## config.mk

```make
export PLATFORM = sky130hd
export DESIGN_NAME = lsu_axi_bridge
export DESIGN_NICKNAME = d
export VERILOG_FILES = /design/src/rtl/lsu_axi_bridge.sv
export SDC_FILE = /design/constraint.sdc
export NUM_CORES = 1
export LEC_CHECK = 0
export ABC_AREA = 0
export BUFFER_PORTS_ARGS = -buffer_cell sky130_fd_sc_hd__buf_2
export CAP_MARGIN = 25
export CORE_MARGIN = 8
export CORE_UTILIZATION = 45
export CTS_CLUSTER_DIAMETER = 200
export DETAILED_ROUTE_END_ITERATION = 10
export HOLD_SLACK_MARGIN = 0.03
export MAX_ROUTING_LAYER = met4
export PLACE_DENSITY = 0.8
export SYNTH_ARGS = -nofsm -noshare
export SYNTH_HDL_FRONTEND = slang
export SYNTH_SLANG_ARGS = --single-unit
```

## constraint.sdc

```tcl
create_clock -name clock -period 2.5 [get_ports clock]
set_input_delay 0 -clock clock [delete_from_list [all_inputs] [get_ports clock]]
set_output_delay 0 -clock clock [all_outputs]
set_load 0.02 [all_outputs]
```

## src/rtl/lsu_axi_bridge.sv

```systemverilog
// lsu_axi_bridge: turns the LSU's single-outstanding io_* requests into single-beat AXI4 transactions.
// Rev 1.0 - initial release.
`default_nettype none

module lsu_axi_bridge #(
  parameter logic [3:0] AXI_ID = 4'h0
) (
  input  logic        clock,
  input  logic        reset,
  input  logic        io_reqValid,
  output logic        io_respValid,
  input  logic [31:0] io_addr,
  input  logic [1:0]  io_size,
  input  logic        io_wen,
  input  logic [31:0] io_wdata,
  input  logic [3:0]  io_wmask,
  output logic [31:0] io_rdata,
  output logic        bus_err,
  output logic [31:0] bus_err_addr,
  input  logic        bus_err_clr,
  output logic        m_arvalid,
  input  logic        m_arready,
  output logic [31:0] m_araddr,
  output logic [2:0]  m_arsize,
  output logic [3:0]  m_arid,
  output logic [7:0]  m_arlen,
  output logic [1:0]  m_arburst,
  input  logic        m_rvalid,
  output logic        m_rready,
  input  logic [31:0] m_rdata,
  input  logic [1:0]  m_rresp,
  output logic        m_awvalid,
  input  logic        m_awready,
  output logic [31:0] m_awaddr,
  output logic [2:0]  m_awsize,
  output logic [3:0]  m_awid,
  output logic [7:0]  m_awlen,
  output logic [1:0]  m_awburst,
  output logic        m_wvalid,
  input  logic        m_wready,
  output logic [31:0] m_wdata,
  output logic [3:0]  m_wstrb,
  output logic        m_wlast,
  input  logic        m_bvalid,
  output logic        m_bready,
  input  logic [1:0]  m_bresp
);

  typedef enum logic [2:0] {
    IDLE    = 3'd0,
    RD_ADDR = 3'd1,
    RD_DATA = 3'd2,
    WR_REQ  = 3'd3,
    WR_RESP = 3'd4,
    DONE    = 3'd5
  } state_t;

  state_t      r_state;
  state_t      w_next;
  logic [31:0] r_addr;
  logic [1:0]  r_size;
  logic [31:0] r_wdata;
  logic [3:0]  r_wmask;
  logic        r_aw_done;
  logic        r_w_done;
  logic [31:0] r_rdata;
  logic        r_bus_err;
  logic [31:0] r_bus_err_addr;

  logic        w_accept;
  logic        w_aw_hs;
  logic        w_w_hs;
  logic        w_err;
  logic [2:0]  w_axsize;

  assign w_accept = io_reqValid && ((r_state == IDLE) || (r_state == DONE));
  assign w_aw_hs  = m_awvalid && m_awready;
  assign w_w_hs   = m_wvalid && m_wready;
  assign w_err    = ((r_state == RD_DATA) && m_rvalid && (m_rresp != 2'b00)) ||
                    ((r_state == WR_RESP) && m_bvalid && (m_bresp != 2'b00));
  // AXI has no 3-byte size; the LSU's size 3 means a full word
  assign w_axsize = (r_size == 2'd3) ? 3'b010 : {1'b0, r_size};

  always_ff @(posedge clock or negedge reset) begin
    if (!reset) r_state <= IDLE;
    else        r_state <= w_next;
  end

  always_comb begin
    w_next = r_state;
    case (r_state)
      IDLE, DONE: begin
        if (w_accept) w_next = io_wen ? WR_REQ : RD_ADDR;
        else          w_next = IDLE;
      end
      RD_ADDR: if (m_arready) w_next = RD_DATA;
      RD_DATA: if (m_rvalid)  w_next = DONE;
      WR_REQ:  if ((r_aw_done || w_aw_hs) && (r_w_done || w_w_hs)) w_next = WR_RESP;
      WR_RESP: if (m_bvalid)  w_next = DONE;
      default: w_next = IDLE;
    endcase
  end

  always_ff @(posedge clock or negedge reset) begin
    if (!reset) begin
      r_addr         <= '0;
      r_size         <= '0;
      r_wdata        <= '0;
      r_wmask        <= '0;
      r_aw_done      <= 1'b0;
      r_w_done       <= 1'b0;
      r_rdata        <= '0;
      r_bus_err      <= 1'b0;
      r_bus_err_addr <= '0;
    end else begin
      if (w_accept) begin
        r_addr  <= io_addr;
        r_size  <= io_size;
        r_wdata <= io_wdata;
        r_wmask <= io_wmask;
      end
      if (r_state != WR_REQ) begin
        r_aw_done <= 1'b0;
        r_w_done  <= 1'b0;
      end else begin
        if (w_aw_hs) r_aw_done <= 1'b1;
        if (w_w_hs)  r_w_done  <= 1'b1;
      end
      if ((r_state == RD_DATA) && m_rvalid) r_rdata <= m_rdata;
      // a new error outranks a clear issued in the same cycle
      if (w_err) begin
        r_bus_err <= 1'b1;
        if (!r_bus_err || bus_err_clr) r_bus_err_addr <= r_addr;
      end else if (bus_err_clr) begin
        r_bus_err <= 1'b0;
      end
    end
  end

  assign io_respValid = (r_state == DONE);
  assign io_rdata     = r_rdata;
  assign bus_err      = r_bus_err;
  assign bus_err_addr = r_bus_err_addr;

  assign m_arvalid = (r_state == RD_ADDR);
  assign m_araddr  = r_addr;
  assign m_arsize  = w_axsize;
  assign m_arid    = AXI_ID;
  assign m_arlen   = 8'd0;
  assign m_arburst = 2'b01;
  assign m_rready  = (r_state == RD_DATA);

  assign m_awvalid = (r_state == WR_REQ) && !r_aw_done;
  assign m_awaddr  = r_addr;
  assign m_awsize  = w_axsize;
  assign m_awid    = AXI_ID;
  assign m_awlen   = 8'd0;
  assign m_awburst = 2'b01;
  assign m_wvalid  = (r_state == WR_REQ) && !r_w_done;
  assign m_wdata   = r_wdata;
  assign m_wstrb   = r_wmask;
  assign m_wlast   = 1'b1;
  assign m_bready  = (r_state == WR_RESP);

endmodule

`default_nettype wire

```

== Word level (Yosys, flattened, before mapping) ==
Cells that the tools add are included.
Widths: inputs -> output; s select.
Word-level totals
  flip-flop bits (word level): 140
  input bits: 116
  output and inout port bits: 206
  logic and storage cells: 62
Cells by class
  equal/unequal tests: 11
  mux-type cells: 14
  reductions and logical operators: 27
Operators with widths (count)
  $pmux 3 s5: 1
  $mux 3: 4
  $logic_and 1x1->1: 10
  $reduce_bool 2->1: 5
  $eq 3x2->1 const B: 2
  $eq 3x3->1 const B: 2
  $mux 1: 6
  $mux 2: 3
  $ne 2x2->1 const B: 3
  $logic_or 1x1->1: 5
  $reduce_and 4->1: 1
  $eq 3x1->1 const B: 1
  $logic_not 1->1: 3
  $logic_not 3->1: 1
  $ne 3x2->1 const B: 1
  $eq 2x2->1 const B: 1
  $ne 2x1->1 const B: 1
  $reduce_and 2->1: 1
  $reduce_or 2->1: 1

== Longest topological paths before layout ==
  word-level depth: 7
  mapped depth: 7
  depth with buffers taken out: 4

== Worst setup path after synthesis ==
No wires, ideal clock.
  kind: register -> register
  start point: reg r_state[1]
  end point: reg r_bus_err_addr[10] (netlist: bus_err_addr[10])
  setup time: 0.125 ns
  arrival: 1.472 ns
  required time: 2.375 ns
  path slack: 0.903 ns
  cell stages (with the launch flop): 7
  buffers on the path: 2
  period minus slack after synthesis: 1.597 ns
  cell sequence: dfrtp_1 buf_6 nand2b_4 o32ai_4 nand2_4 buf_6 mux2_4
On the way
  word-level cells in the longest chain between the ends: 5
  elaborated cells between the ends (all ways): 8
  classes of those cells: eq/ne: 2; reduce/logical: 6
Ends and longest elaborated chain
  start: declaration: line 58  | state_t r_state;
  start signal: assignment: line 86  | else r_state <= w_next;
  $eq 3x2->1 or $eq 3x3->1 (tied branches): line 79, 80
  $logic_and 1x1->1, on equally long branches (2 in series): line 79, 80
  $logic_or 1x1->1 (*): line 79  | assign w_err = ((r_state == RD_DATA) && m_rvalid && (m_rresp != 2'b00)) ||
  $reduce_and 2->1 (no line) (*)
  end signal: assignment: line 133  | if (!r_bus_err || bus_err_clr) r_bus_err_addr <= r_addr;
  end: declaration: line 68  | logic [31:0] r_bus_err_addr;
Mark *: on every way between the ends. The rest lies on a longest branch, timed or not.
A chain may end at the register's enable or synchronous reset.

== Worst setup path after layout ==
  start point: reg r_state[1]
  end point: reg r_bus_err_addr[28] (netlist: bus_err_addr[28])
The elaborated chain is that of the path after synthesis.

==> metrics.md <==
| Metric | Value |
|---|---|
| Outcome | `finished, final reports clean` |
| Critical path, cell by cell | `nand2b_4, o32ai_4, nand2_4, mux2_4` |
| Leak | `0.00472 uW` |
| Worst hold path type | `in -> reg` |
| Setup Buffers After CTS | `0` |
| Gr usage total | `21.6%` |
| Post-layout net count | `953` |
| TritonCTS clock tree | `built` |
| TNS Setup | `0 ns` |
| Setup violations, final | `0` |
| CP arrival | `2.27 ns` |
| Fillers | `895` |
| Final Max Tran Viols | `0` |
| I/O pins | `322` |
| IR drop worst, VDD | `718 uV` |
| Setup WS pre-CTS | `0.520 ns` |
| Initial antenna violation count | `5` |
| First-pass GRT wire length | `29.1 mm` |
| FMAX | `502 MHz` |
| Via count | `4747` |
| Worst-Margin Slew | `0.696 ns` |
| Avg Vias per Cell | `4.60` |
| Die area | `17400 um2` |
| Post-synth top area cell | `dfrtp_1` |
| Avg Inst Size Synth | `12.8 um2` |
| DP Wirelength | `11.9 mm` |
| Maximum root-to-sink buffer count | `2` |
| Worst skew pair latency | `0.40 ns` |
| CP Data Required Time | `2.78 ns` |
| Layout cells sized above 1 | `50.5%` |
| P&R area growth vs syn | `48.6%` |
| Drt first pass iters | `4` |
| # DRC | `0` |
| Crit end category | `register` |
| Rel. slew slack | `53.6%` |
| WL final | `18.3 mm` |
| Skew final | `0.00842 ns` |
| Cell Area, Synth | `6040 um2` |
| Final setup margin | `0.508 ns` |
| Power per cell area | `1420 nW/um2` |
| Largest net degree at the start of global routing | `74` |
| Design Power | `12700 uW` |
| Final Critical Period | `1.99 ns` |
| CP max FO | `32` |
| Cells after synthesis | `470` |
| Starting Density | `45.8%` |
| Synthesized flop and latch total | `140` |
| Row cnt | `42` |
| Synth cell types | `32` |
| Register area share after synthesis | `58.0%` |
| Placer congestion estimate | `0.791` |
| Cts bufs inserted | `17` |
| Clock-pin slew on the worst setup and hold paths | `0.06 ns` |
| Final global-route overflow total | `0` |
| Placed cell area | `7290 um2` |
| Clock tree sinks | `140` |
| Crit path kind | `reg -> reg` |
| Top cell type's share of synthesized area | `58.0%` |
| CTS HTree Levels | `4` |
| Critical Path Max Stage Delay | `0.49 ns` |
| CTS resizes | `0` |
| Finished Cell Area | `8970 um2` |
| Crit-path slowest cell | `dfrtp_1` |
| Wire per inst | `17.8 um` |
| Vias in the first global route | `5364` |
| Final period util | `79.7%` |
| Remaining antenna violation count | `0` |
| CTS Hold Buffers Added | `108` |
| Startpoint Class | `register` |
| Final Hold Violating Endpoints | `0` |
| RSZ-0062 raised after global routing | `no` |
| 1st-iter DRT viols | `152` |
| Max-Cap Viols | `0` |
| Die Width | `132 um` |
| Core area | `13200 um2` |
| YS warnings | `0` |
| # port buffers | `290` |
| Clock root buffer | `clkbuf_16` |
| Die Height | `132 um` |
| Ranking of synthesized cells by area | `dfrtp_1 (58%), mux2_2 (13%), buf_4 (8.2%)` |
==> registers in the layout, summed over array words and instances (netlist names) <==
| name | flops |
|---|---|
| m_wstrb | 4 |
| m_wdata | 32 |
| r_w_done | 1 |
| m_araddr | 32 |
| bus_err_addr | 32 |
| r_size | 2 |
| r_aw_done | 1 |
| io_rdata | 32 |
| bus_err | 1 |
| r_state | 3 |
==> path summary, 6_finish.rpt <==
check	start	endpoint	slack [ns]	cells past startpoint
max	r_state[1]	bus_err_addr[28]	0.51	4
min	m_bvalid	r_state[0]	0.06	4
max reg2reg	r_state[1]	bus_err_addr[28]	0.51	4
min reg2reg	io_rdata[21]	io_rdata[21]	0.47	2
max in group asynchronous	reset	bus_err_addr[20]	1.57	3
min in group asynchronous	reset	bus_err_addr[21]	0.20	2
==> metal layers <==
metal	track usage (%)	vias to the layer above	part of all wire, %
met5	-	-	0
met4	10.2	0	2.7
met3	6.33	36	6.2
met2	38.5	212	54
met1	21.4	2313	37
li1	-	2186	-
==> cell usage in the layout, fill, tap and decap left out, types with 2 or more instances in the layout <==
cell type,Yosys,final
clkbuf_1,4,6
mux2_4,30,30
buf_4,66,5
clkbuf_16,0,17
nor2_1,17,17
nand2_1,98,98
buf_2,12,289
nand2b_1,4,4
buf_12,0,2
bufinv_16,0,2
conb_1,2,31
clkbuf_8,0,4
dfrtp_1,140,140
dlygate4sd3_1,0,108
diode_2,0,5
mux2_2,72,72
==> cell families after synthesis <==
| family | share of synthesized area [%] |
|---|---|
| xor+xnor | 0.145 |
| buf+inv | 10.3 |
| compound gates | 1.45 |
| flops | 58.0 |
| other cells | 0.124 |
| fa+ha+maj | 0.166 |
| simple gates | 8.79 |
| mux | 21.1 |
==> cell usage after synthesis (all sizes together) <==
master	number
o22ai	1
nor3b	1
nor2b	1
nand2	99
nand4bb	1
a21oi	1
nand3b	1
nor2	17
o32ai	2
o32a	1
maj3	1
mux2i	1
nor3	1
o21bai	1
xnor2	1
dfrtp	140
clkbuf	4
o22a	1
nand2b	5
inv	1
or2	1
o221ai	1
mux2	102
conb	2
buf	82
o21ai	1
==> stage by stage <==
step	cells	util [%]	hold WS [ns]
CTS	1026	67.9	0.0358
detailed placement	886	55.3	0.0711
floorplan	499	-	-0.296
finish	1031	68.0	0.0555
global placement	886	55.3	0.0760
global route	1031	68.0	0.0529
==> power breakdown <==
part	internal, uW	switching [uW]
Clock	1580	876
Combinational	2490	3540
Sequential	3410	818
==> layout make-up <==
class | instances | area [um2] | area share, %
antenna | 5 | 12.5 | 0.139
tap | 176 | 220 | 2.45
multi-input combinational | 272 | 2030 | 22.6
inverter | 1 | 3.75 | 0.0418
clock buffer | 27 | 503 | 5.61
timing repair buffer | 405 | 2620 | 29.2
sequential | 140 | 3500 | 39.1
clock inverter | 5 | 81.3 | 0.907
==> critical path: cells and delay by family (launching register included) <==
family	cells	cell delay (ns)
DFF	1	0.49
muxes	1	0.43
AOI/OAI and AO/OA	1	0.32
and+or+nand+nor	2	0.60
Power figures use the tool's default switching activity.
